<file path="src/rtl/stopwatch_timebase_pkg.sv">
// Shared types and defaults for the MM:SS stopwatch core.
// Optional countdown support is enabled with STOPWATCH_COUNTDOWN_EN.
package stopwatch_pkg;

  typedef enum logic [1:0] {
    ST_RUN,
    ST_PAUSE,
    ST_ADJ
  } state_t;

  localparam int unsigned DEF_SEC_MOD = 60;
  localparam int unsigned DEF_MIN_MOD = 60;

endpackage

</file>
<file path="src/rtl/stopwatch_timebase_if.sv">
// Control strobes in, MM:SS value and flags out.
// Macro STOPWATCH_COUNTDOWN_EN adds the down/done pair.
interface stopwatch_timebase_if
  import stopwatch_pkg::*;
#(
  parameter int unsigned SEC_MOD = DEF_SEC_MOD,
  parameter int unsigned MIN_MOD = DEF_MIN_MOD
);
  localparam int unsigned SEC_W = $clog2(SEC_MOD);
  localparam int unsigned MIN_W = $clog2(MIN_MOD);

  logic             tick;
  logic             adj_tick;
  logic             adj;
  logic             sel;
  logic             pse;
  logic             clr;
  logic [SEC_W-1:0] sec;
  logic [MIN_W-1:0] min;
  logic             paused;
  logic             wrap;
`ifdef STOPWATCH_COUNTDOWN_EN
  logic             down;
  logic             done;
`endif

  modport master (
`ifdef STOPWATCH_COUNTDOWN_EN
    output down,
    input  done,
`endif
    output tick, adj_tick, adj, sel, pse, clr,
    input  sec, min, paused, wrap
  );

  modport slave (
`ifdef STOPWATCH_COUNTDOWN_EN
    input  down,
    output done,
`endif
    input  tick, adj_tick, adj, sel, pse, clr,
    output sec, min, paused, wrap
  );

endinterface

</file>
<file path="src/rtl/stopwatch_timebase_mod_counter.sv">
// Modulo-MOD counter: +1 with carry, +STEP without carry, -1 with borrow.
// The countdown path (dec1) is tied off unless STOPWATCH_COUNTDOWN_EN is defined.
module mod_counter #(
  parameter  int unsigned MOD  = 60,
  parameter  int unsigned STEP = 1,
  localparam int unsigned W    = $clog2(MOD)
) (
  input  logic         clk,
  input  logic         rst_n,
  input  logic         inc1,
  input  logic         incs,
  input  logic         dec1,
  input  logic         clr,
  output logic [W-1:0] value,
  output logic         carry,
  output logic         borrow
);
  localparam logic [W:0]   MOD_X  = (W+1)'(MOD);
  localparam logic [W:0]   STEP_X = (W+1)'(STEP);
  localparam logic [W-1:0] MAX    = W'(MOD - 1);

  logic [W:0] sum_step;

  // One spare bit so v+STEP never overflows before the modulo compare.
  assign sum_step = {1'b0, value} + STEP_X;
  assign carry    = inc1 && (value == MAX);
  assign borrow   = dec1 && (value == '0);

  always_ff @(posedge clk or negedge rst_n) begin
    if (!rst_n) begin
      value <= '0;
    end else if (clr) begin
      value <= '0;
    end else if (incs) begin
      value <= (sum_step >= MOD_X) ? W'(sum_step - MOD_X) : W'(sum_step);
    end else if (inc1) begin
      value <= carry ? '0 : value + 1'b1;
    end else if (dec1) begin
      value <= borrow ? MAX : value - 1'b1;
    end
  end

endmodule

</file>
<file path="src/rtl/stopwatch_timebase.sv">
// MM:SS stopwatch core: run/pause/adjust FSM, priority clr > pse > adjust > tick.
// Macro STOPWATCH_COUNTDOWN_EN adds down-counting with a done level.
module stopwatch_timebase
  import stopwatch_pkg::*;
#(
  parameter int unsigned SEC_MOD  = DEF_SEC_MOD,
  parameter int unsigned MIN_MOD  = DEF_MIN_MOD,
  parameter int unsigned ADJ_STEP = 1
) (
  input logic                 clk,
  input logic                 rst_n,
  stopwatch_timebase_if.slave bus
);
  localparam int unsigned SEC_W = $clog2(SEC_MOD);
  localparam int unsigned MIN_W = $clog2(MIN_MOD);

  state_t state_q, state_n;
  logic   paused_q, paused_n;
  logic   wrap_q, wrap_n;
  logic   run_tick, clr_cnt;
  logic   sec_inc1, sec_incs, sec_dec1, sec_carry, sec_borrow;
  logic   min_inc1, min_incs, min_dec1, min_carry, min_borrow;
  logic   down_mode;

`ifdef STOPWATCH_COUNTDOWN_EN
  logic done_q, done_n;
  logic cnt_zero, sec_adj_zero, min_adj_zero;

  assign down_mode    = bus.down;
  assign cnt_zero     = (bus.sec == '0) && (bus.min == '0);
  assign sec_adj_zero = (32'(bus.sec) + ADJ_STEP) == SEC_MOD;
  assign min_adj_zero = (32'(bus.min) + ADJ_STEP) == MIN_MOD;
  assign sec_dec1     = run_tick && down_mode && !cnt_zero;
  assign min_dec1     = sec_borrow;
  assign bus.done     = done_q;
`else
  assign down_mode = 1'b0;
  assign sec_dec1  = 1'b0;
  assign min_dec1  = 1'b0;
`endif

  assign sec_inc1 = run_tick && !down_mode;
  assign min_inc1 = sec_carry;
  assign wrap_n   = min_carry;

  always_comb begin
    state_n  = state_q;
    paused_n = paused_q;
    run_tick = 1'b0;
    clr_cnt  = 1'b0;
    sec_incs = 1'b0;
    min_incs = 1'b0;
    if (bus.clr) begin
      clr_cnt = 1'b1;
    end else begin
      unique case (state_q)
        ST_RUN: begin
          if (bus.pse) begin
            paused_n = 1'b1;
            state_n  = ST_PAUSE;
          end else if (bus.adj) begin
            state_n = ST_ADJ;
          end else if (bus.tick) begin
            run_tick = 1'b1;
          end
        end
        ST_PAUSE: begin
          if (bus.pse) begin
            paused_n = 1'b0;
            state_n  = ST_RUN;
          end else if (bus.adj) begin
            state_n = ST_ADJ;
          end
        end
        ST_ADJ: begin
          if (bus.pse) begin
            paused_n = !paused_q;
          end else if (bus.adj_tick) begin
            sec_incs = bus.sel;
            min_incs = !bus.sel;
          end
          // Exit honours a pause toggle taken on the same edge.
          if (!bus.adj) state_n = paused_n ? ST_PAUSE : ST_RUN;
        end
        default: state_n = ST_RUN;
      endcase
    end
  end

`ifdef STOPWATCH_COUNTDOWN_EN
  always_comb begin
    done_n = done_q;
    if (!bus.down || clr_cnt) begin
      done_n = 1'b0;
    end else if (run_tick && (cnt_zero || (bus.min == '0 && bus.sec == SEC_W'(1)))) begin
      done_n = 1'b1;
    end else if (sec_incs && !(sec_adj_zero && bus.min == '0)) begin
      done_n = 1'b0;
    end else if (min_incs && !(min_adj_zero && bus.sec == '0)) begin
      done_n = 1'b0;
    end
  end

  always_ff @(posedge clk or negedge rst_n) begin
    if (!rst_n) done_q <= 1'b0;
    else        done_q <= done_n;
  end
`endif

  always_ff @(posedge clk or negedge rst_n) begin
    if (!rst_n) begin
      state_q  <= ST_RUN;
      paused_q <= 1'b0;
      wrap_q   <= 1'b0;
    end else begin
      state_q  <= state_n;
      paused_q <= paused_n;
      wrap_q   <= wrap_n;
    end
  end

  assign bus.paused = paused_q;
  assign bus.wrap   = wrap_q;

  mod_counter #(.MOD(SEC_MOD), .STEP(ADJ_STEP)) u_sec (
    .clk    (clk),
    .rst_n  (rst_n),
    .inc1   (sec_inc1),
    .incs   (sec_incs),
    .dec1   (sec_dec1),
    .clr    (clr_cnt),
    .value  (bus.sec),
    .carry  (sec_carry),
    .borrow (sec_borrow)
  );

  mod_counter #(.MOD(MIN_MOD), .STEP(ADJ_STEP)) u_min (
    .clk    (clk),
    .rst_n  (rst_n),
    .inc1   (min_inc1),
    .incs   (min_incs),
    .dec1   (min_dec1),
    .clr    (clr_cnt),
    .value  (bus.min),
    .carry  (min_carry),
    .borrow (min_borrow)
  );

endmodule
</file>
<file path="src/flat_wrapper.sv">
// flat-port wrapper written by rule: the top's interface ports become plain ports
module stopwatch_timebase_flat import stopwatch_pkg::*;
#(
  parameter int unsigned SEC_MOD  = DEF_SEC_MOD,
  parameter int unsigned MIN_MOD  = DEF_MIN_MOD,
  parameter int unsigned ADJ_STEP = 1
)
  (clk, rst_n, bus_tick, bus_adj_tick, bus_adj, bus_sel, bus_pse, bus_clr, bus_sec, bus_min, bus_paused, bus_wrap);
  stopwatch_timebase_if #(.SEC_MOD(SEC_MOD), .MIN_MOD(MIN_MOD)) bus_i ();
  input logic clk;
  input logic rst_n;
  input wire logic [$bits(bus_i.tick)-1:0] bus_tick;
  input wire logic [$bits(bus_i.adj_tick)-1:0] bus_adj_tick;
  input wire logic [$bits(bus_i.adj)-1:0] bus_adj;
  input wire logic [$bits(bus_i.sel)-1:0] bus_sel;
  input wire logic [$bits(bus_i.pse)-1:0] bus_pse;
  input wire logic [$bits(bus_i.clr)-1:0] bus_clr;
  output wire logic [$bits(bus_i.sec)-1:0] bus_sec;
  output wire logic [$bits(bus_i.min)-1:0] bus_min;
  output wire logic [$bits(bus_i.paused)-1:0] bus_paused;
  output wire logic [$bits(bus_i.wrap)-1:0] bus_wrap;
  assign bus_i.tick = bus_tick;
  assign bus_i.adj_tick = bus_adj_tick;
  assign bus_i.adj = bus_adj;
  assign bus_i.sel = bus_sel;
  assign bus_i.pse = bus_pse;
  assign bus_i.clr = bus_clr;
  assign bus_sec = bus_i.sec;
  assign bus_min = bus_i.min;
  assign bus_paused = bus_i.paused;
  assign bus_wrap = bus_i.wrap;
  stopwatch_timebase #(.SEC_MOD(SEC_MOD), .MIN_MOD(MIN_MOD), .ADJ_STEP(ADJ_STEP)) u_core (.clk(clk), .rst_n(rst_n), .bus(bus_i));
endmodule
</file>
<file path="config.mk">
export PLATFORM = sky130hd
export DESIGN_NAME = stopwatch_timebase_flat
export DESIGN_NICKNAME = d
export VERILOG_FILES = /design/src/rtl/stopwatch_timebase_pkg.sv /design/src/rtl/stopwatch_timebase_if.sv /design/src/rtl/stopwatch_timebase_mod_counter.sv /design/src/rtl/stopwatch_timebase.sv /design/src/flat_wrapper.sv
export SDC_FILE = /design/constraint.sdc
export NUM_CORES = 1
export LEC_CHECK = 0
export ABC_CLOCK_PERIOD_IN_PS = 3400
export CAP_MARGIN = 20
export CORE_MARGIN = 2
export CORE_UTILIZATION = 53
export DETAILED_ROUTE_END_ITERATION = 8
export GPL_ROUTABILITY_DRIVEN = 0
export PLACE_DENSITY = 0.79
export SLEW_MARGIN = 40
export SYNTH_ARGS = -nofsm -noshare
export SYNTH_HDL_FRONTEND = slang
export SYNTH_SLANG_ARGS = --single-unit
</file>
<file path="constraint.sdc">
create_clock -name clk -period 3.4 [get_ports clk]
set_clock_uncertainty 0.15 [all_clocks]
set_input_delay 0.51 -clock clk [delete_from_list [all_inputs] [get_ports clk]]
set_output_delay 0.51 -clock clk [all_outputs]
set_load 0.03 [all_outputs]
</file>
==> results.cfg <==
[layout]
fillers = 207
ff_latch_area_sq_um = 400
layout.nets = 198
post_route_cells_drive_above_1_share_pct = 10.0
multi_input_gate_area_sq_um = 918
synthesis_to_finish_area_growth_pct = 18.0
n_antenna_cell = 0
final_design_area_no_fill_sq_um = 1630

[synth]
postSynthAreaPerCell_sq_um = 8.60
sequential_to_total_area_share_from_yosys_stat_pct = 28.9
synthesis.area_sq_um = 1390
synthesis.nets = 178
yosys_most_used_dff = sky130_fd_sc_hd__dfrtp_1
yosys_warnings = 0
synth-seq-cells = 16
post_synth_edffs = 0
postSynthCellCount = 161
ys_async_sr_fraction_pct = 100
synthDistinctLibCells = 52

[clock_network]
root_buffer_master = sky130_fd_sc_hd__clkbuf_4
tritoncts_clock_tree = built
ctsLongestPathBuffers = 2
cts_made_buffers = 3
postCtsSetupBuffers = 0
worst_skew_pair.late_latency_ns = 0.29
worst_setup_hold_path_clk_slew_ns = 0.11
h_tree_levels = 1
cts_resized = 0
clock_sink_count = 16

[die]
floorplan.initialDensity_pct = 55.9
die-width_microns = 55.1
chipHeight_microns = 55.1
design.portCount = 22
floorplan.rows = 18
core_area_sq_um = 2480
die_area_sq_um = 3040

[detailed_routing]
drc_errors = 0
ant_nets = 0
postRouteWirelength_mm = 2.95
avgViaCountPerCell = 6.03
dr_total_vias = 1266
drt_first_pass_iters = 4
drc_violation_total_after_the_first_tritonroute_iteration = 26
detail_route.wl_per_cell_microns = 14.0

[setup_path]
critPathArrivalTime_ns = 2.70
critical_path.startpoint_type = register
cp.required_ns = 3.45
timing.critical_path.to_type = register
crit_path_max_fanout = 6
path_class = register to register

[sta]
setup-violations-final = 0
unrepaired_setup_endpoints_after_global_routing = no
slew_headroom_pct = 56.9
report.final.slew_viol_count = 0
tightestPinTransition_ns = 0.643
final.period_utilization_pct = 77.9
post-route-min-period_ns = 2.65
max_freq_ghz = 0.378
hold_ws_ns = 0.422
final.setup.tns_ns = 0
final_hold_viol_count = 0

[power]
p_leak_uw = 0.000669
vdd_drop_max_mv = 0.401
power_density_nw_per_um2 = 360

[global_route]
globalRoute.totalOverflow = 0
grt_pass1_vias = 1088
grt_max_degree = 17
total_routing_usage_reported_by_global_routing_pct = 21.2
grt_pass1_wl_mm = 4.67
antenna_violations_before_repair = 0

[placed_design]
detailedPlacementHpwl_mm = 2.27
placedInstanceArea_sq_um = 1590
port-buffer-count = 21

[outcome]
status = finished clean

[min_path]
hold_path_class = register to register

[job]
max_cap_violations = 0
==> per-stage QoR <==
step / cells / worst slack [ns] / util (%) / total power (uW)
3_3_place_gp: 205 / 0.648 / 64.3 / 448
6_report: 210 / 0.751 / 66.0 / 588
2_1_floorplan: 161 / 0.776 / - / 395
5_1_grt: 210 / 0.602 / 66.0 / 621
3_5_place_dp: 205 / 0.612 / 64.3 / 455
4_1_cts: 209 / 0.767 / 65.8 / 587
==> routing by layer <==
metal  vias to the layer above  track usage (%)  share of wire [%]
met4                         0             7.32                1.2
met2                        30             34.3                 47
met5                         -                0                  0
li1                        625                -                  -
met1                       606             29.1                 49
met3                         5             2.42                3.4
==> power by group <==
group          leakage, uW  internal [uW]  switching [uW]  total (uW)
clock            0.0000210           65.3            70.3         136
combinational     0.000428           96.7             122         219
sequential        0.000220            210            24.0         234
total             0.000669            372             216         588
==> synth_stat cells, types with 3 or more instances <==
cell	count	share of area (%)
sky130_fd_sc_hd__dfrtp_1	16	29
sky130_fd_sc_hd__nand2_1	15	4.1
sky130_fd_sc_hd__a21oi_1	11	4.0
sky130_fd_sc_hd__nand3_1	10	3.6
sky130_fd_sc_hd__ha_1	9	8.1
sky130_fd_sc_hd__nor2_1	8	2.2
sky130_fd_sc_hd__inv_1	7	1.9
sky130_fd_sc_hd__buf_2	5	1.8
sky130_fd_sc_hd__nand2b_1	5	2.3
sky130_fd_sc_hd__o21ai_0	5	1.8
sky130_fd_sc_hd__o21ai_1	5	1.8
sky130_fd_sc_hd__mux2_2	4	3.3
sky130_fd_sc_hd__nor3_1	4	1.4
sky130_fd_sc_hd__xnor2_1	4	2.5
sky130_fd_sc_hd__a21o_1	3	1.6
sky130_fd_sc_hd__a22o_1	3	1.9
sky130_fd_sc_hd__xor2_1	3	1.9
==> placed cells by master (no fill, tap or decap), types with 4 or more instances in the layout <==
cell,netlist,final
sky130_fd_sc_hd__nand3_1,10,10
sky130_fd_sc_hd__inv_1,7,7
sky130_fd_sc_hd__nor3_1,4,4
sky130_fd_sc_hd__a21oi_1,11,11
sky130_fd_sc_hd__nand2_1,15,15
sky130_fd_sc_hd__o21ai_0,5,5
sky130_fd_sc_hd__nand2b_1,5,5
sky130_fd_sc_hd__o21ai_1,5,5
sky130_fd_sc_hd__dfrtp_1,16,16
sky130_fd_sc_hd__mux2_2,4,4
sky130_fd_sc_hd__clkdlybuf4s50_1,0,20
sky130_fd_sc_hd__nor2_1,8,8
sky130_fd_sc_hd__ha_1,9,9
sky130_fd_sc_hd__xnor2_1,4,4
==> final timing paths <==
kind | startpoint | cells after the start | to | slack, ns
hold reg to reg | u_core.u_sec.value[5]$_DFFE_PN0P_ | 1 | u_core.u_sec.value[5]$_DFFE_PN0P_ | 0.42
hold / removal | u_core.u_sec.value[5]$_DFFE_PN0P_ | 1 | u_core.u_sec.value[5]$_DFFE_PN0P_ | 0.42
setup reg to reg | u_core.u_min.value[0]$_DFFE_PN0P_ | 9 | u_core.u_min.value[3]$_DFFE_PN0P_ | 0.75
max in group asynchronous | rst_n | 2 | u_core.u_sec.value[5]$_DFFE_PN0P_ | 2.34
setup / recovery | u_core.u_min.value[0]$_DFFE_PN0P_ | 9 | u_core.u_min.value[3]$_DFFE_PN0P_ | 0.75
min in group asynchronous | rst_n | 2 | u_core.u_min.value[2]$_DFFE_PN0P_ | 0.50
==> layout make-up <==
| class | count | area share, % |
|---|---|---|
| sequential | 16 | 24.5 |
| inverter | 7 | 1.61 |
| tap | 30 | 2.30 |
| clock buffer | 4 | 2.22 |
| timing repair buffer | 22 | 13.2 |
| multi-input combinational | 131 | 56.2 |
==> critical path, stage by stage (launching register included) <==
cell                      delay [ns]
sky130_fd_sc_hd__dfrtp_1        0.45
sky130_fd_sc_hd__ha_1           0.31
sky130_fd_sc_hd__nor2b_1        0.19
sky130_fd_sc_hd__or2_2          0.30
sky130_fd_sc_hd__ha_1           0.21
sky130_fd_sc_hd__nand2_1        0.07
sky130_fd_sc_hd__o21ai_1        0.09
sky130_fd_sc_hd__o21ai_2        0.24
sky130_fd_sc_hd__mux2_4         0.32
sky130_fd_sc_hd__a22o_1         0.22
==> flip-flops by register name (all words and copies together), names as in the netlist <==
register            count
u_core.u_min.value      6
u_core.u_sec.value      6
u_core.state_q          2
u_core.bus.paused       1
u_core.bus.wrap         1
==> kinds of logic after synthesis <==
| family | Yosys count | synth area share, % |
|---|---|---|
| xor+xnor | 7 | 4.43 |
| compound gates | 48 | 24.4 |
| buf+inv | 14 | 4.79 |
| flops | 16 | 28.9 |
| fa+ha+maj | 9 | 8.13 |
| mux | 6 | 5.06 |
| simple gates | 61 | 24.3 |
==> what timing repair did <==
action	in CTS	in global routing
hold buffers	0	1
endpoints found under the setup margin	0	0
endpoints found under the hold margin	0	16
(Power assumes the default switching activity.)
